### config.mk
export PLATFORM = sky130hd
export DESIGN_NAME = uart_reg_bridge
export DESIGN_NICKNAME = d
export VERILOG_FILES = /design/src/rtl/uart_reg_bridge.sv
export SDC_FILE = /design/constraint.sdc
export NUM_CORES = 1
export LEC_CHECK = 0
export BUFFER_PORTS_ARGS = -buffer_cell sky130_fd_sc_hd__buf_2
export CORE_MARGIN = 1.5
export CORE_UTILIZATION = 35
export DETAILED_ROUTE_END_ITERATION = 16
export SYNTH_ARGS = -nofsm -noshare
export SYNTH_HDL_FRONTEND = slang
export SYNTH_SLANG_ARGS = --single-unit
### constraint.sdc
create_clock -name clk -period 7.85 [get_ports clk]
set_input_delay 0.3925 -clock clk [delete_from_list [all_inputs] [get_ports clk]]
set_output_delay 0.3925 -clock clk [all_outputs]
set_load 0.1 [all_outputs]
### src/rtl/uart_reg_bridge.sv
// uart_reg_bridge: UART (8N1) command interface to a single req/ack register bus.
//
// A host sends commands over the serial line. The bridge runs one bus
// transaction per command and answers over the serial output.
//   write : 0x01, addr bytes, data bytes (MSB-first)  -> reply 0x06
//   read  : 0x02, addr bytes (MSB-first)              -> reply rdata bytes (MSB-first)
//   other command byte                                -> reply 0x15
// An inter-byte timeout and stop-bit checking let the host resynchronise
// without a reset.
//
// Ports:
//   clk        single clock
//   reset      asynchronous, active-high reset
//   uarti      serial input (idle high, asynchronous to clk)
//   uarto      serial output (idle high)
//   bus_req    transaction request, held until bus_ack
//   bus_we     1 = write, 0 = read; valid with bus_req
//   bus_addr   transaction address
//   bus_wdata  write data
//   bus_ack    one-cycle transaction completion
//   bus_rdata  read data, captured on bus_ack
//   frame_err  one-cycle pulse when a received stop bit is 0
module uart_reg_bridge #(
  parameter int CLKS_PER_BIT = 868,
  parameter int ADDR_W       = 32,
  parameter int DATA_W       = 32,
  parameter int TIMEOUT_CYC  = 1000000
) (
  input  logic              clk,
  input  logic              reset,
  input  logic              uarti,
  output logic              uarto,
  output logic              bus_req,
  output logic              bus_we,
  output logic [ADDR_W-1:0] bus_addr,
  output logic [DATA_W-1:0] bus_wdata,
  input  logic              bus_ack,
  input  logic [DATA_W-1:0] bus_rdata,
  output logic              frame_err
);

  localparam int ADDR_B = ADDR_W / 8;
  localparam int DATA_B = DATA_W / 8;
  localparam int MAX_B  = (ADDR_B > DATA_B) ? ADDR_B : DATA_B;
  localparam int BCNT_W = $clog2(MAX_B + 1);
  localparam int BIT_CW = $clog2(CLKS_PER_BIT);
  localparam int TO_W   = $clog2(TIMEOUT_CYC + 1);

  localparam logic [BIT_CW-1:0] BIT_LAST  = BIT_CW'(CLKS_PER_BIT - 1);
  localparam logic [BIT_CW-1:0] HALF_LAST = BIT_CW'(CLKS_PER_BIT / 2 - 1);
  localparam logic [BCNT_W-1:0] ADDR_LAST = BCNT_W'(ADDR_B - 1);
  localparam logic [BCNT_W-1:0] DATA_LAST = BCNT_W'(DATA_B - 1);
  localparam logic [TO_W-1:0]   TO_LAST   = TO_W'(TIMEOUT_CYC - 1);

  localparam logic [7:0] CMD_WR = 8'h01;
  localparam logic [7:0] CMD_RD = 8'h02;
  localparam logic [7:0] RSP_OK = 8'h06;
  localparam logic [7:0] RSP_NG = 8'h15;

  typedef enum logic [2:0] {RX_WAIT, RX_IDLE, RX_START, RX_DATA, RX_STOP} rx_state_t;
  typedef enum logic [2:0] {P_IDLE, P_ADDR, P_DATA, P_BUS, P_RESP} p_state_t;

  // ---------------------------------------------------------------- RX
  logic              sync1_q, sync2_q;
  rx_state_t         rx_state_q, rx_state_d;
  logic [BIT_CW-1:0] rx_cnt_q, rx_cnt_d;
  logic [2:0]        rx_bit_q, rx_bit_d;
  logic [7:0]        rx_sh_q, rx_sh_d;
  logic              frame_err_q, frame_err_d;
  logic              rx_done_s, rx_ferr_s;

  // Two-flop synchroniser for the asynchronous serial input.
  always_ff @(posedge clk or posedge reset) begin
    if (reset) begin
      sync1_q <= 1'b1;
      sync2_q <= 1'b1;
    end else begin
      sync1_q <= uarti;
      sync2_q <= sync1_q;
    end
  end

  // Receiver sequencing: start check at half bit, then 8 data bits and stop.
  always_comb begin
    rx_state_d  = rx_state_q;
    rx_cnt_d    = rx_cnt_q;
    rx_bit_d    = rx_bit_q;
    rx_sh_d     = rx_sh_q;
    frame_err_d = 1'b0;
    rx_done_s   = 1'b0;
    rx_ferr_s   = 1'b0;
    case (rx_state_q)
      // After reset or a bad frame, a start is only accepted once the line has been high.
      RX_WAIT: begin
        if (sync2_q) rx_state_d = RX_IDLE;
        else         rx_state_d = RX_WAIT;
      end
      RX_IDLE: begin
        if (!sync2_q) begin
          rx_state_d = RX_START;
          rx_cnt_d   = '0;
        end else begin
          rx_state_d = RX_IDLE;
        end
      end
      RX_START: begin
        if (rx_cnt_q == HALF_LAST) begin
          rx_cnt_d = '0;
          rx_bit_d = 3'd0;
          if (sync2_q) rx_state_d = RX_IDLE;   // glitch
          else         rx_state_d = RX_DATA;
        end else begin
          rx_cnt_d = rx_cnt_q + 1'b1;
        end
      end
      RX_DATA: begin
        if (rx_cnt_q == BIT_LAST) begin
          rx_cnt_d = '0;
          rx_sh_d  = {sync2_q, rx_sh_q[7:1]};
          if (rx_bit_q == 3'd7) rx_state_d = RX_STOP;
          else                  rx_bit_d   = rx_bit_q + 3'd1;
        end else begin
          rx_cnt_d = rx_cnt_q + 1'b1;
        end
      end
      RX_STOP: begin
        if (rx_cnt_q == BIT_LAST) begin
          rx_cnt_d = '0;
          if (sync2_q) begin
            rx_done_s  = 1'b1;
            rx_state_d = RX_IDLE;
          end else begin
            rx_ferr_s   = 1'b1;
            frame_err_d = 1'b1;
            rx_state_d  = RX_WAIT;
          end
        end else begin
          rx_cnt_d = rx_cnt_q + 1'b1;
        end
      end
      default: rx_state_d = RX_WAIT;
    endcase
  end

  // Receiver state registers.
  always_ff @(posedge clk or posedge reset) begin
    if (reset) begin
      rx_state_q  <= RX_WAIT;
      rx_cnt_q    <= '0;
      rx_bit_q    <= 3'd0;
      rx_sh_q     <= 8'h00;
      frame_err_q <= 1'b0;
    end else begin
      rx_state_q  <= rx_state_d;
      rx_cnt_q    <= rx_cnt_d;
      rx_bit_q    <= rx_bit_d;
      rx_sh_q     <= rx_sh_d;
      frame_err_q <= frame_err_d;
    end
  end

  // ---------------------------------------------------------------- TX
  logic              tx_busy_q, tx_busy_d;
  logic [BIT_CW-1:0] tx_cnt_q, tx_cnt_d;
  logic [3:0]        tx_bit_q, tx_bit_d;
  logic [8:0]        tx_sh_q, tx_sh_d;
  logic              uarto_q, uarto_d;
  logic              tx_start_s;
  logic [7:0]        tx_byte_s;
  logic              tx_done_s;

  // Last cycle of the stop bit; a new byte started here follows with no gap.
  assign tx_done_s = tx_busy_q && (tx_cnt_q == BIT_LAST) && (tx_bit_q == 4'd9);

  // Transmitter: bit 0 is start, 1..8 data, 9 stop; tx_sh holds {stop, data}.
  always_comb begin
    tx_busy_d = tx_busy_q;
    tx_cnt_d  = tx_cnt_q;
    tx_bit_d  = tx_bit_q;
    tx_sh_d   = tx_sh_q;
    uarto_d   = uarto_q;
    if (tx_start_s) begin
      tx_busy_d = 1'b1;
      tx_cnt_d  = '0;
      tx_bit_d  = 4'd0;
      tx_sh_d   = {1'b1, tx_byte_s};
      uarto_d   = 1'b0;
    end else if (tx_busy_q) begin
      if (tx_cnt_q == BIT_LAST) begin
        tx_cnt_d = '0;
        if (tx_bit_q == 4'd9) begin
          tx_busy_d = 1'b0;
          uarto_d   = 1'b1;
        end else begin
          uarto_d  = tx_sh_q[0];
          tx_sh_d  = {1'b1, tx_sh_q[8:1]};
          tx_bit_d = tx_bit_q + 4'd1;
        end
      end else begin
        tx_cnt_d = tx_cnt_q + 1'b1;
      end
    end else begin
      uarto_d = 1'b1;
    end
  end

  // Transmitter state registers.
  always_ff @(posedge clk or posedge reset) begin
    if (reset) begin
      tx_busy_q <= 1'b0;
      tx_cnt_q  <= '0;
      tx_bit_q  <= 4'd0;
      tx_sh_q   <= 9'h1FF;
      uarto_q   <= 1'b1;
    end else begin
      tx_busy_q <= tx_busy_d;
      tx_cnt_q  <= tx_cnt_d;
      tx_bit_q  <= tx_bit_d;
      tx_sh_q   <= tx_sh_d;
      uarto_q   <= uarto_d;
    end
  end

  // ------------------------------------------------------------ parser
  p_state_t          p_state_q, p_state_d;
  logic [BCNT_W-1:0] bcnt_q, bcnt_d;
  logic [TO_W-1:0]   to_q, to_d;
  logic              bus_req_q, bus_req_d;
  logic              bus_we_q, bus_we_d;
  logic [ADDR_W-1:0] bus_addr_q, bus_addr_d;
  logic [DATA_W-1:0] bus_wdata_q, bus_wdata_d;
  logic [DATA_W-1:0] resp_sh_q, resp_sh_d;
  logic [BCNT_W-1:0] resp_left_q, resp_left_d;

  // Command parser, bus handshake and response sequencing.
  always_comb begin
    p_state_d   = p_state_q;
    bcnt_d      = bcnt_q;
    to_d        = to_q;
    bus_req_d   = bus_req_q;
    bus_we_d    = bus_we_q;
    bus_addr_d  = bus_addr_q;
    bus_wdata_d = bus_wdata_q;
    resp_sh_d   = resp_sh_q;
    resp_left_d = resp_left_q;
    tx_start_s  = 1'b0;
    tx_byte_s   = 8'h00;
    case (p_state_q)
      P_IDLE: begin
        if (rx_done_s) begin
          if ((rx_sh_q == CMD_WR) || (rx_sh_q == CMD_RD)) begin
            p_state_d = P_ADDR;
            bus_we_d  = (rx_sh_q == CMD_WR);
            bcnt_d    = '0;
            to_d      = '0;
          end else begin
            p_state_d   = P_RESP;
            tx_start_s  = 1'b1;
            tx_byte_s   = RSP_NG;
            resp_left_d = '0;
          end
        end else begin
          p_state_d = P_IDLE;
        end
      end
      P_ADDR: begin
        if (rx_ferr_s) begin
          p_state_d = P_IDLE;
        end else if (rx_done_s) begin
          to_d       = '0;
          bus_addr_d = ADDR_W'({bus_addr_q, rx_sh_q});
          if (bcnt_q == ADDR_LAST) begin
            bcnt_d = '0;
            if (bus_we_q) begin
              p_state_d = P_DATA;
            end else begin
              p_state_d = P_BUS;
              bus_req_d = 1'b1;
            end
          end else begin
            bcnt_d = bcnt_q + 1'b1;
          end
        end else if (to_q == TO_LAST) begin
          p_state_d = P_IDLE;
        end else begin
          to_d = to_q + 1'b1;
        end
      end
      P_DATA: begin
        if (rx_ferr_s) begin
          p_state_d = P_IDLE;
        end else if (rx_done_s) begin
          to_d        = '0;
          bus_wdata_d = DATA_W'({bus_wdata_q, rx_sh_q});
          if (bcnt_q == DATA_LAST) begin
            p_state_d = P_BUS;
            bus_req_d = 1'b1;
          end else begin
            bcnt_d = bcnt_q + 1'b1;
          end
        end else if (to_q == TO_LAST) begin
          p_state_d = P_IDLE;
        end else begin
          to_d = to_q + 1'b1;
        end
      end
      P_BUS: begin
        if (bus_ack && bus_req_q) begin
          bus_req_d  = 1'b0;
          p_state_d  = P_RESP;
          tx_start_s = 1'b1;
          if (bus_we_q) begin
            tx_byte_s   = RSP_OK;
            resp_left_d = '0;
          end else begin
            tx_byte_s   = bus_rdata[DATA_W-1 -: 8];
            resp_sh_d   = DATA_W'({bus_rdata, 8'h00});
            resp_left_d = DATA_LAST;
          end
        end else begin
          p_state_d = P_BUS;
        end
      end
      P_RESP: begin
        if (tx_done_s) begin
          if (resp_left_q == '0) begin
            p_state_d = P_IDLE;
          end else begin
            tx_start_s  = 1'b1;
            tx_byte_s   = resp_sh_q[DATA_W-1 -: 8];
            resp_sh_d   = DATA_W'({resp_sh_q, 8'h00});
            resp_left_d = resp_left_q - 1'b1;
          end
        end else begin
          p_state_d = P_RESP;
        end
      end
      default: p_state_d = P_IDLE;
    endcase
  end

  // Parser and bus output registers.
  always_ff @(posedge clk or posedge reset) begin
    if (reset) begin
      p_state_q   <= P_IDLE;
      bcnt_q      <= '0;
      to_q        <= '0;
      bus_req_q   <= 1'b0;
      bus_we_q    <= 1'b0;
      bus_addr_q  <= '0;
      bus_wdata_q <= '0;
      resp_sh_q   <= '0;
      resp_left_q <= '0;
    end else begin
      p_state_q   <= p_state_d;
      bcnt_q      <= bcnt_d;
      to_q        <= to_d;
      bus_req_q   <= bus_req_d;
      bus_we_q    <= bus_we_d;
      bus_addr_q  <= bus_addr_d;
      bus_wdata_q <= bus_wdata_d;
      resp_sh_q   <= resp_sh_d;
      resp_left_q <= resp_left_d;
    end
  end

  assign uarto     = uarto_q;
  assign bus_req   = bus_req_q;
  assign bus_we    = bus_we_q;
  assign bus_addr  = bus_addr_q;
  assign bus_wdata = bus_wdata_q;
  assign frame_err = frame_err_q;

endmodule
**After elaboration in Yosys (flattened, before gate mapping)**

Index checks and enable logic that the tools add are counted.

- Input bits: 36
- Register bits after elaboration: 179
- Logic and storage cells: 210

- $add $sub $neg: 7
- Bitwise gates (word level): 1
- Equal/unequal tests: 45
- Reductions and logical operators: 32
- Multiplexer cells: 104

Operator list:

| kind | count |
|---|---|
| 32-bit 2-to-1 mux | 4 |
| 20-bit 2-to-1 mux | 5 |
| 3-bit 2-to-1 mux | 32 |
| 32-bit one-hot mux with 2 select lines | 1 |
| 10-bit 2-to-1 mux | 6 |
| 2-bit inequality test (second input constant) | 23 |
| 20-bit one-hot mux with 2 select lines | 1 |
| 9-bit 2-to-1 mux | 4 |
| 8-bit 2-to-1 mux | 4 |
| 10-bit one-hot mux with 3 select lines | 1 |
| 3-bit one-hot mux with 5 select lines | 2 |
| 1-bit 2-to-1 mux | 29 |
| 8-bit one-hot mux with 3 select lines | 1 |
| 10-bit by 1-bit adder with 10-bit output (second input constant) | 2 |
| 20-bit by 1-bit adder with 20-bit output (second input constant) | 1 |
| 10-bit equality test (second input constant) | 2 |
| 20-bit equality test (second input constant) | 1 |
| 3-bit one-hot mux with 3 select lines | 2 |
| 4-bit 2-to-1 mux | 4 |
| 3-bit by 2-bit equality test with 1-bit output (second input constant) | 5 |
| 3-bit AND reduction | 5 |
| 3-bit nonzero test | 4 |
| 10-bit by 9-bit equality test with 1-bit output (second input constant) | 1 |
| 5-bit 2-to-1 mux | 2 |
| 26 further kinds | 47 |

**Longest topological paths before layout**

Gate-level depths: netlist of run 1.

- Word-level depth: 7
- Mapped depth: 11
- Gate-level depth less buffers: 8

**Least setup slack after synthesis of run 1**

No wires, ideal clock.

- Path kind: register to register
- Start: register rx_cnt_q[0]
- End: register bus_wdata_q[10] (netlist: bus_wdata[10])
- Setup slack: 5633 ps
- Clock period less this slack: 2217 ps
- Required time: 7724 ps
- Arrival time: 2091 ps
- Cell stages (with the launch flop): 8
- Cells stage by stage: dfrtp_1 > ha_1 > and4bb_2 > nand4_1 > buf_2 > nor4b_4 > buf_2 > mux2_2

- Word-level cells in the longest chain between the ends: 5
- Elaborated cells between the ends (all ways): 7
- Classes of those cells: 1 x eq/ne; 4 x mux; 1 x bitwise; 1 x reduce/logical

Ends and longest elaborated chain:

| element | line | source |
|---|---|---|
| start, declared | 66 | `logic [BIT_CW-1:0] rx_cnt_q, rx_cnt_d;` |
| start signal, assigned | 155 | `rx_cnt_q <= rx_cnt_d;` |
| 10-bit equality test (*) | 127 | `if (rx_cnt_q == BIT_LAST) begin` |
| 1-bit 2-to-1 mux | 127 |  |
| 1-bit 2-to-1 mux | 92 | `case (rx_state_q)` |
| 1-bit NOT (no line) | -- |  |
| 3-bit AND reduction (no line) (*) | -- |  |
| end signal, assigned | 361 | `bus_wdata_q <= bus_wdata_d;` |
| end, declared | 231 | `logic [DATA_W-1:0] bus_wdata_q, bus_wdata_d;` |

Mark *: on every way between the ends. The rest lies on a longest branch, timed or not.
A chain may end at the register's enable or synchronous reset.

**Worst setup path in the final report of run 1**

- Start: register p_state_q[2]
- End: register p_state_q[2]

- Word-level cells in the longest chain between the ends: 4
- Elaborated cells between the ends (all ways): 15
- Classes of those cells: 7 x eq/ne; 6 x mux; 2 x reduce/logical

Ends and longest elaborated chain:

| element | line | source |
|---|---|---|
| start, declared | 225 | `p_state_t p_state_q, p_state_d;` |
| start signal, assigned | 355 | `p_state_q <= p_state_d;` |
| 3-bit 2-to-1 mux | -- |  |
| 3-bit 2-to-1 mux (on tied branches) (2 in series) | -- |  |
| 3-bit one-hot mux with 5 select lines | 248 | `case (p_state_q)` |

Parallel ways exist; a longest one is shown, timed or not.

==> results of run 1 <==
==> where the power goes <==
| group | internal [mW] | total, mW | switching, mW |
|---|---|---|---|
| clock network | 0.434 | 0.835 | 0.401 |
| registers | 0.894 | 0.922 | 0.0276 |
| logic | 0.0529 | 0.143 | 0.0898 |
==> per-stage QoR <==
step / setup WS [ns] / std cells / utilization (%) / hold slack (ns)
6_report: 4.66 / 1125 / 41.5 / 0.0673
5_1_grt: 4.35 / 1125 / 41.5 / 0.0437
4_1_cts: 4.60 / 1125 / 41.5 / 0.0487
3_5_place_dp: 4.67 / 1093 / 38.9 / 0.365
3_3_place_gp: 4.72 / 1093 / 38.9 / 0.361
2_1_floorplan: 2.87 / 735 / - / 0.345
==> sequential cells by signal, summed over array words and instances, names as in the netlist, 4 cells and up <==
register	count
bus_addr	32
resp_sh_q	24
rx_sh_q	8
tx_sh_q	8
to_q	20
rx_cnt_q	10
tx_bit_q	4
bus_wdata	32
tx_cnt_q	10
==> per-layer routing <==
layer,vias to the layer above,global-route usage (%),share of wire [%]
li1,2829,-,-
met4,0,3.57,0.72
met3,8,3.42,3.3
met1,2833,21.3,49
met2,103,23.2,47
met5,-,0,0
==> layout by cell type (no fill, tap or decap), drive strengths merged, types with 18 or more instances in the layout <==
cell | netlist | layout
nand2 | 85 | 85
mux2i | 26 | 26
buf | 22 | 106
inv | 14 | 23
dfrtp | 159 | 159
nand3 | 20 | 20
nor2 | 39 | 39
o21ai | 68 | 68
mux2 | 73 | 73
clkbuf | 11 | 18
a21oi | 40 | 40
==> cell type report <==
cell class | count | area (um^2)
multi-input combinational | 518 | 3550
timing repair buffer | 106 | 538
clock inverter | 14 | 144
tap | 285 | 357
fill | 2154 | 13200
sequential | 170 | 4270
inverter | 14 | 57.6
clock buffer | 18 | 439
==> worst paths after layout <==
path / startpoint / depth (start not counted) / to / slack (ns)
max reg2reg: p_state_q[2] / 5 / p_state_q[2] / 4.66
max: p_state_q[2] / 5 / p_state_q[2] / 4.66
min reg2reg: sync1_q / 0 / sync2_q / 0.37
min: uarti / 1 / sync1_q / 0.07
min in group asynchronous: reset / 2 / bcnt_q[2] / 0.16
max in group asynchronous: reset / 3 / rx_sh_q[5] / 6.38
==> worst reg2reg max path, stage by stage, from the launching register on <==
cell and delay, ns:
sky130_fd_sc_hd__dfrtp_1 0.57, sky130_fd_sc_hd__or3b_2 0.81, sky130_fd_sc_hd__a21oi_1 0.07, sky130_fd_sc_hd__and4_1 0.42
sky130_fd_sc_hd__nor2_1 0.85, sky130_fd_sc_hd__o21ai_0 0.28
==> logic make-up (layout without fill, tap and decap cells) <==
group / after synthesis / in the layout / synth area share [%]
AO/OA/AOI/OAI: 146 / 146 / 10.7
XOR/XNOR: 11 / 11 / 1.20
adder cells (fa/ha/maj): 13 / 13 / 2.02
buffers and inverters: 47 / 152 / 2.97
flip-flops: 170 / 170 / 53.1
multiplexers: 99 / 99 / 13.5
AND/OR/NAND/NOR: 249 / 249 / 16.6
==> summary.md, run 1 <==
| Metric | Value |
|---|---|
| Number of global-route vias before repair | `5,513` |
| Top-count cell post-synth | `sky130_fd_sc_hd__dfrtp_1` |
| Number of design rule violations left after detail routing | `0` |
| Top-Level Pins | `104` |
| Summed instance area of the synthesized netlist | `8040 um^2` |
| Count of instances resized after the clock tree is built | `0` |
| Top-area cell type share of the netlist area | `49.5%` |
| Die Width | `155 um` |
| Overall routing resource usage | `15.0%` |
| Portion of the post-synthesis area used by sequential elements | `53.1%` |
| Hold Vio Cnt, Final | `0` |
| Via count | `5,773` |
| Num Clock Sinks | `170` |
| Max capacitance violation total | `0` |
| Maximum fanout count along the critical path | `28` |
| Setup fix buffers added after clock tree synthesis | `0` |
| CP max-delay cell | `sky130_fd_sc_hd__nor2_1` |
| Share of layout cells above drive strength 1 | `28.9%` |
| Dominant cells by area after synthesis | `sky130_fd_sc_hd__dfrtp_1 49%, sky130_fd_sc_hd__mux2_2 10%, sky130_fd_sc_hd__nand2_1 4.0%` |
| Leakage power of the design | `4.53 nW` |
| Run status | `complete, no violations` |
| Mean instance size in the synthesized netlist | `10.9 um^2` |
| Top achievable clock speed | `313 MHz` |
| Die Footprint | `23,900 um^2` |
| Delay of the slowest critical-path stage | `0.85 ns` |
| Most used DFF post-synth | `sky130_fd_sc_hd__dfrtp_1` |
| Share of async-settable or async-resettable flops after synthesis | `100%` |
| 1st-iter DRT viols | `382` |
| Worst endpoint required time | `8.08 ns` |
| Final wirelength | `17,300 um` |
| Total Neg Setup Slack | `0 ns` |
| Quantity of hold-fixing buffers added after cts | `0` |
| Buffers added on ports | `103` |
| Post-route design area | `9360 um^2` |
| Maximum VDD drop | `0.139 mV` |
| Post-place instance area | `8770 um^2` |
| Core area | `22,600 um^2` |
| Signed area change from the synthesized netlist to the final layout | `16.3%` |
| Setup Skew | `0.0117 ns` |
| Via-per-instance ratio | `5.13` |
| Number of nets at the end of the flow | `876` |
| Post-detailed-placement half-perimeter wirelength | `11,600 um` |
| Gp weighted congestion | `0.794` |
| Synth warn | `0` |
| Number of standard cells after synthesis | `735` |
| Critical path cell sequence | `or3b_2 -> a21oi_1 -> and4_1 -> nor2_1 -> o21ai_0` |
| Buffering stage count on the worst path with inverters included | `0` |
| Clock H-tree levels | `4` |
| Type of element launching the critical path | `register` |
| Sort of element at the end of the critical path | `register` |
| Largest area contributor in the netlist | `sky130_fd_sc_hd__dfrtp_1` |
| Pin count of the biggest net entering global routing | `112` |
| Initial core utilization | `35.6%` |
| Clock buffers created by TritonCTS | `17` |
| Post-synthesis net count | `784` |
| Clock tree from TritonCTS | `built` |
| Final Slew Violations | `0` |
| Largest delay share family, worst path | `simple AND/OR/NAND/NOR gates` |
| Data arrival time of the critical path | `3.42 ns` |
| Classification of the worst-slack hold path | `primary input to register` |
| Row count | `55` |
| Grt total ovfl | `0` |
| Maximum buffer depth of the clock tree | `2` |
| Worst-skew pair later-pin latency | `0.43 ns` |
| Part of the cycle the worst path needs | `40.7%` |
| Most frequent cells after synthesis | `159 x sky130_fd_sc_hd__dfrtp_1, 85 x sky130_fd_sc_hd__nand2_1, 73 x sky130_fd_sc_hd__mux2_2` |
| Final worst path period need | `3.19 ns` |
| Count of flip-flops with a built-in enable after synthesis | `0` |
| Vert. Die Dim | `155 um` |
| Number of register bits inferred by synthesis | `170` |
| Number of diodes | `0` |
| Final total power | `1.90 mW` |
| WL/cell | `15.4 um` |
| Clock-pin slew on the worst setup and hold paths | `0.07 ns` |
| Areal power density over the cells | `203 nW/um^2` |
| Tightest Pin Transition | `1.06 ns` |
| Global-route wire length before repair | `28,900 um` |
| Clock Tree Root | `sky130_fd_sc_hd__clkbuf_16` |
| Crit path kind | `register to register` |
| Initial antenna violation count | `0` |
| Setup repair after global routing missed its margin | `no` |
| Max-Slew Margin vs Limit | `29.1%` |
| Antenna-violating nets left | `0` |
| Number of failing setup endpoints in the final timing report | `0` |
| Post-synthesis cell type count | `63` |
| Drt first pass iters | `5` |
Note: power is estimated with default switching activity, not from simulation.
==> run 2, diff against run 1 <==
--- a/config.mk
+++ b/config.mk
@@ -5,6 +5,7 @@
 export SDC_FILE = /design/constraint.sdc
 export NUM_CORES = 1
 export LEC_CHECK = 0
+export ABC_AREA = 1
 export BUFFER_PORTS_ARGS = -buffer_cell sky130_fd_sc_hd__buf_2
 export CORE_MARGIN = 1.5
 export CORE_UTILIZATION = 35
==> constraint.sdc (replaced) <==
create_clock -name clk -period 2.8 [get_ports clk]
set_input_delay 0.14 -clock clk [delete_from_list [all_inputs] [get_ports clk]]
set_output_delay 0.14 -clock clk [all_outputs]
set_load 0.1 [all_outputs]
==> run 2 against run 1 <==
Die area up 11%. Wire length up 10%. Sequential cell count unchanged. Register-to-register slack worse by 4.1 ns. Core utilization up 0.052 points. Final area up 11%. Count of clock-buffer cells in the layout unchanged. Setup slack worse by 4.1 ns. Final cell count up 34%. Critical endpoint is now bcnt_q[1]. Largest cell class unchanged. Highest routed layer unchanged.
==> summary.md, run 2 <==
| Metric | Value |
|---|---|
| Run status | `complete, no violations` |
| Commonest cells after routing, fill and taps aside | `311 x sky130_fd_sc_hd__nand2_1, 159 x sky130_fd_sc_hd__dfrtp_1, 108 x sky130_fd_sc_hd__nor2_1` |
| Clock H-tree levels | `4` |
| Data arrival time of the critical path | `2.54 ns` |
| Worst-skew pair later-pin latency | `0.43 ns` |
| Area taken by flip-flops and latches | `4270 um^2` |
| Max capacitance violation total | `0` |
| Via-per-instance ratio | `4.66` |
| Number of failing setup endpoints in the final timing report | `0` |
| Part of the power in the clock network | `40.7%` |
| WL/cell | `12.6 um` |
| Via count | `7,025` |
| Global-route wire length before repair | `32,800 um` |
| Total Neg Setup Slack | `0 ns` |
| Number of standard cells after synthesis | `1,049` |
| Most used DFF post-synth | `sky130_fd_sc_hd__dfrtp_1` |
| Share of layout cells above drive strength 1 | `19.9%` |
| Maximum VDD drop | `0.262 mV` |
| Signed area change from the synthesized netlist to the final layout | `16.7%` |
| Cell total after placement | `1,461` |
| Crit path kind | `register to register` |
| Setup Skew | `0.0136 ns` |
| Comb power frac | `10.9%` |
| Worst slack at placement | `0.592 ns` |
| Final wirelength | `19,100 um` |
| Dominant cells by area after synthesis | `sky130_fd_sc_hd__dfrtp_1 45%, sky130_fd_sc_hd__nand2_1 13%, sky130_fd_sc_hd__nor2_1 4.5%` |
| Final total power | `5.38 mW` |
| Number of diodes | `0` |
| Gp weighted congestion | `0.847` |
| Number of global-route vias before repair | `6,707` |
| Int Power | `3.88 mW` |
| Row count | `58` |
| Setup fix buffers added after clock tree synthesis | `0` |
| Pin count of the biggest net entering global routing | `92` |
| Synth warn | `0` |
| Multi-input logic area | `4060 um^2` |
| Summed instance area of the synthesized netlist | `8930 um^2` |
| Mean instance size in the synthesized netlist | `8.51 um^2` |
| Top achievable clock speed | `448 MHz` |
| Number of register bits inferred by synthesis | `170` |
| Setup repair after global routing missed its margin | `no` |
| Top-Level Pins | `104` |
| Buffers added on ports | `103` |
| Clock Tree Root | `sky130_fd_sc_hd__clkbuf_16` |
| Clock buffers created by TritonCTS | `17` |
| Leading cell type in the layout, fill and taps excluded | `sky130_fd_sc_hd__nand2_1` |
| Sort of element at the end of the critical path | `register` |
| Leakage power of the design | `5.37 nW` |
| Part of the cycle the worst path needs | `79.7%` |
| Initial antenna violation count | `0` |
| 1st-iter DRT viols | `467` |
| Number of nets at the end of the flow | `1,215` |
| Post-synthesis net count | `1,098` |
| Vert. Die Dim | `163 um` |
| Die Width | `163 um` |
| Maximum fanout count along the critical path | `19` |
| Initial core utilization | `35.6%` |
| Grt total ovfl | `0` |
| Portion of the post-synthesis area used by sequential elements | `47.8%` |
| Final worst path period need | `2.23 ns` |
| Worst endpoint required time | `3.11 ns` |
| Die Footprint | `26,500 um^2` |
| Num Clock Sinks | `170` |
| Hold Vio Cnt, Final | `0` |
| Top-count cell post-synth | `sky130_fd_sc_hd__nand2_1` |
| Worst setup slack after layout | `0.570 ns` |
| Max-Slew Margin vs Limit | `60.9%` |
| Areal power density over the cells | `516 nW/um^2` |
| Largest area contributor in the netlist | `sky130_fd_sc_hd__dfrtp_1` |
| Classification of the worst-slack hold path | `primary input to register` |
| Clock-pin slew on the worst setup and hold paths | `0.07 ns` |
| Final Slew Violations | `0` |
| Clock tree from TritonCTS | `built` |
| Core area | `25,100 um^2` |
| Number of design rule violations left after detail routing | `0` |
| Most frequent cells after synthesis | `311 x sky130_fd_sc_hd__nand2_1, 159 x sky130_fd_sc_hd__dfrtp_1, 108 x sky130_fd_sc_hd__nor2_1` |
| Post-detailed-placement half-perimeter wirelength | `13,300 um` |
| Maximum buffer depth of the clock tree | `2` |
| Drt first pass iters | `5` |
| Top-area cell type share of the netlist area | `44.6%` |
| Net Switching | `1.49 mW` |
| Count of flip-flops with a built-in enable after synthesis | `0` |
| Post-route insts no fill | `1,508` |
| Share of async-settable or async-resettable flops after synthesis | `100%` |
| Type of element launching the critical path | `register` |
| Fill cells | `2,566` |
| Overall routing resource usage | `15.3%` |
| Sw Ratio | `27.8%` |
| Antenna-violating nets left | `0` |
| Post-synthesis cell type count | `43` |
| Tightest Pin Transition | `0.584 ns` |
| Sequential fraction of design power | `48.4%` |
run 2: cell count changes in the layout (fill, tap and decap cells not counted), moves of 10 or more:
cell	previous run	this run
sky130_fd_sc_hd__nand2_1	85	311
sky130_fd_sc_hd__inv_1	13	94
sky130_fd_sc_hd__nor2_1	39	108
sky130_fd_sc_hd__mux2_2	73	8
sky130_fd_sc_hd__nand3_1	20	58
sky130_fd_sc_hd__a21oi_1	38	13
sky130_fd_sc_hd__mux2_4	0	24
sky130_fd_sc_hd__xor2_1	5	24
sky130_fd_sc_hd__dlygate4sd3_1	0	16
sky130_fd_sc_hd__o21ai_0	47	62
sky130_fd_sc_hd__or3_1	14	0
sky130_fd_sc_hd__and3_1	13	0
sky130_fd_sc_hd__nand4_1	8	19
sky130_fd_sc_hd__mux2i_1	26	16
run 2: area by class of cell:
class,instances,area share (%)
Timing Repair Buffer,127,7.30
Inverter,101,3.67
Clock inverter,13,1.02
Sequential cell,170,41.0
Multi-Input combinational cell,749,39.0
Clock buffer,18,4.12
Tap cell,330,3.96
run 2: layer usage:
layer	GRT usage [%]	share of wire [%]	up-vias
li1	-	-	3603
met1	20.6	48	3301
met2	24.8	47	100
met3	2.78	2.8	21
met4	4.75	1.7	0
met5	0	0	-
run 2: timing repair:
item | CTS | global route
gates resized for setup | 0 | 0
hold endpoints to repair | 35 | 0
hold buffers | 16 | 0
run 2: worst max-delay path: stages (launching register included):
cell and delay (ns):
sky130_fd_sc_hd__dfrtp_1 0.41, sky130_fd_sc_hd__ha_1 0.27, sky130_fd_sc_hd__nand2_1 0.10, sky130_fd_sc_hd__inv_1 0.07, sky130_fd_sc_hd__nand3_1 0.10, sky130_fd_sc_hd__nor2_4 0.19, sky130_fd_sc_hd__nand3_2 0.40, sky130_fd_sc_hd__nand2_1 0.26
sky130_fd_sc_hd__nand3_1 0.18, sky130_fd_sc_hd__nand2_1 0.09, sky130_fd_sc_hd__o21ai_1 0.06
run 2: through the flow:
step / hold slack, ns / instance area [um^2] / util (%)
floorplan: 0.144 / 8930 / -
global placement: 0.216 / 9730 / 38.7
detailed placement: 0.211 / 9730 / 38.7
CTS: 0.0000855 / 10400 / 41.5
global route: 0.00466 / 10400 / 41.5
finish: 0.00941 / 10400 / 41.5
run 2: path summary, 6_finish.rpt:
| path | startpoint | to | slack, ns | cells past startpoint |
|---|---|---|---|---|
| worst min register to register | sync1_q | sync2_q | 0.36 | 0 |
| worst max-delay path | rx_cnt_q[0] | bcnt_q[1] | 0.57 | 10 |
| worst max register to register | rx_cnt_q[0] | bcnt_q[1] | 0.57 | 10 |
| worst min-delay path | bus_rdata[22] | resp_sh_q[30] | 0.009 | 3 |
| max in group asynchronous | reset | sync2_q | 1.61 | 4 |
| min in group asynchronous | reset | bus_wdata[25] | 0.30 | 3 |
run 2: kinds of logic after synthesis:
kind of cell	after synthesis	share of synthesized area, %
AND/OR/NAND/NOR	549	27.3
buffers and inverters	130	6.71
XOR/XNOR	29	2.84
flip-flops	170	47.8
adder cells (fa/ha/maj)	13	1.82
multiplexers	48	6.84
AO/OA/AOI/OAI	110	6.71
run 2: power by group through the flow:
stage,combinational (mW),clock (mW),sequential (mW)
2_1_floorplan,0.436,0,2.63
3_3_place_gp,0.573,0,2.65
3_5_place_dp,0.575,0,2.65
4_1_cts,0.594,2.25,2.61
5_1_grt,0.677,2.38,2.62
6_report,0.585,2.19,2.61
==> run 3, diff against run 2 <==
==> constraint.sdc (replaced) <==
create_clock -name clk -period 2.2 [get_ports clk]
set_input_delay 0.11 -clock clk [delete_from_list [all_inputs] [get_ports clk]]
set_output_delay 0.11 -clock clk [all_outputs]
set_load 0.1 [all_outputs]
==> run 3 against run 2 <==
Core utilization increased by 1.7 points. Global-route usage increased by 0.37 points. Largest power group unchanged. Largest cell class unchanged. Wire length increased by 2.8%.
==> summary.md, run 3 (synthesis results as in run 2) <==
| Metric | Value |
|---|---|
| Initial antenna violation count | `0` |
| Largest delay share family, worst path | `simple AND/OR/NAND/NOR gates` |
| Worst Setup SP | `tx_bit_q[1]` |
| Critical path destination | `tx_bit_q[1]` |
| Number of design rule violations left after detail routing | `0` |
| Worst hold slack | `0.0142 ns` |
| Number of diodes | `0` |
| Num Clock Sinks | `170` |
| Commonest cells after routing, fill and taps aside | `311 x sky130_fd_sc_hd__nand2_1, 159 x sky130_fd_sc_hd__dfrtp_1, 108 x sky130_fd_sc_hd__nor2_1` |
| Global-route wire length before repair | `33,700 um` |
| Stages on worst setup path | `10` |
| R2r worst-path depth | `10` |
| Fill cells | `2,525` |
| Buffers added on ports | `103` |
| Tightest Pin Transition | `0.559 ns` |
| Sort of element at the end of the critical path | `register` |
| Share of layout cells above drive strength 1 | `21.6%` |
| Drt first pass iters | `5` |
| Flop2flop setup slack | `0.18 ns` |
| Pin count of the biggest net entering global routing | `95` |
| Overall routing resource usage | `15.6%` |
| Clock H-tree levels | `4` |
| Clock Tree Root | `sky130_fd_sc_hd__clkbuf_16` |
| Critical path cell sequence | `inv_1 -> ha_1 -> nand2_1 -> nor3_2 -> nand3_4 -> nand3_4 -> buf_12 -> nor2_4 -> nand2_1 -> nand2_1` |
| Worst reg2reg path endpoint | `tx_bit_q[1]` |
| Area taken by flip-flops and latches | `4270 um^2` |
| Setup fix buffers added after clock tree synthesis | `0` |
| Cell with the most instances on the worst path | `sky130_fd_sc_hd__nand2_1` |
| Top-Level Pins | `104` |
| Delay of the slowest critical-path stage | `0.42 ns` |
| Antenna-violating nets left | `0` |
| Maximum VDD drop | `0.396 mV` |
| Worst endpoint required time | `2.53 ns` |
| Leakage power of the design | `5.58 nW` |
| Post-detailed-placement half-perimeter wirelength | `13,700 um` |
| Die Footprint | `26,500 um^2` |
| Classification of the worst-slack hold path | `primary input to register` |
| R2r startpoint | `tx_bit_q[1]` |
| Run status | `complete, no violations` |
| Vert. Die Dim | `163 um` |
| Grt total ovfl | `0` |
| Row count | `58` |
| Via count | `7,100` |
| Clock tree from TritonCTS | `built` |
| Max-Slew Margin vs Limit | `62.5%` |
| Leading cell type in the layout, fill and taps excluded | `sky130_fd_sc_hd__nand2_1` |
| Number of failing setup endpoints in the final timing report | `0` |
| Initial core utilization | `35.6%` |
| Max capacitance violation total | `0` |
| 1st-iter DRT viols | `379` |
| Die Width | `163 um` |
| Type of element launching the critical path | `register` |
| Setup repair after global routing missed its margin | `yes` |
| Maximum buffer depth of the clock tree | `2` |
| Part of the cycle the worst path needs | `91.6%` |
| Setup Skew | `0.0164 ns` |
| Clock-pin slew on the worst setup and hold paths | `0.08 ns` |
| Areal power density over the cells | `670 nW/um^2` |
| Number of nets at the end of the flow | `1,252` |
| Hold Vio Cnt, Final | `0` |
| Number of global-route vias before repair | `6,901` |
| Maximum fanout count along the critical path | `16` |
| Gp weighted congestion | `0.869` |
| Final Slew Violations | `0` |
| Buffering stage count on the worst path with inverters included | `2` |
| Via-per-instance ratio | `4.59` |
| Crit path kind | `register to register` |
| Worst-skew pair later-pin latency | `0.43 ns` |
| CP max-delay cell | `sky130_fd_sc_hd__dfrtp_1` |
| Final worst path period need | `2.02 ns` |
| Data arrival time of the critical path | `2.34 ns` |
| Top achievable clock speed | `496 MHz` |
| Final wirelength | `19,600 um` |
| Core area | `25,100 um^2` |
| Multi-input logic area | `4070 um^2` |
| Total Neg Setup Slack | `0 ns` |
| Signed area change from the synthesized netlist to the final layout | `21.5%` |
| Clock buffers created by TritonCTS | `17` |
| WL/cell | `12.7 um` |
## run 3: routing by layer
| metal | GRT usage, % | wire length (um) | share of wire, % | vias to the layer above |
|---|---|---|---|---|
| li1 | - | - | - | 3677 |
| met1 | 21.4 | 9540 | 49 | 3305 |
| met2 | 25.4 | 9290 | 47 | 99 |
| met3 | 2.55 | 521 | 2.7 | 19 |
| met4 | 4.55 | 240 | 1.2 | 0 |
| met5 | 0 | 0 | 0 | - |
## run 3: how the worst min path moves through the flow
| stage | slack [ns] | to | depth (start not counted) | startpoint |
|---|---|---|---|---|
| final | 0.01 | tx_sh_q[1] | 5 | bus_rdata[25] |
| after global routing | 0.01 | tx_sh_q[0] | 5 | bus_rdata[24] |
| after CTS | 0.0002 | tx_sh_q[1] | 5 | bus_rdata[25] |
| after detailed placement | 0.11 | bus_wdata[24] | 2 | reset |
| after global placement | 0.11 | bus_wdata[24] | 2 | reset |
| after floorplan | 0.11 | sync1_q | 0 | uarti |
## run 3: where the power goes
part           switching [mW]  total [mW]  internal [mW]
combinational           0.557       0.905          0.348
clock                    1.51        3.07           1.56
sequential             0.0767        3.29           3.22
## run 3: area by class of cell
type                    instances  share of cell area [%]
repair buffers                164                    10.1
inverters                     101                    3.53
flip-flops and latches        170                    39.3
clock buffers                  17                    3.92
clock inverters                15                    1.79
well taps                     330                    3.81
multi-input cells             749                    37.5
## run 3: worst min-delay path: stages
cell	delay (ns)
sky130_fd_sc_hd__buf_2	0.08
sky130_fd_sc_hd__o21ai_0	0.06
sky130_fd_sc_hd__o21ai_0	0.07
sky130_fd_sc_hd__nor2_1	0.05
sky130_fd_sc_hd__nand2_1	0.05
## run 3: through the flow
| stage | instance area, um^2 | instances | setup WS (ns) | power [mW] | utilization [%] |
|---|---|---|---|---|---|
| after detailed placement | 9950 | 1487 | -0.0354 | 4.22 | 39.6 |
| after CTS | 10800 | 1546 | 0.171 | 7.37 | 43.2 |
| after global routing | 10800 | 1546 | -0.0152 | 7.61 | 43.2 |
| after global placement | 9950 | 1487 | 0.0365 | 4.20 | 39.6 |
| final | 10800 | 1546 | 0.185 | 7.27 | 43.2 |
| after floorplan | 8930 | 1049 | -0.0697 | 3.90 | - |
## run 3: timing repair
item,CTS,global route
hold endpoints to repair,38,0
resized for setup,1,2
setup endpoints to repair,5,11
hold buffers,27,0
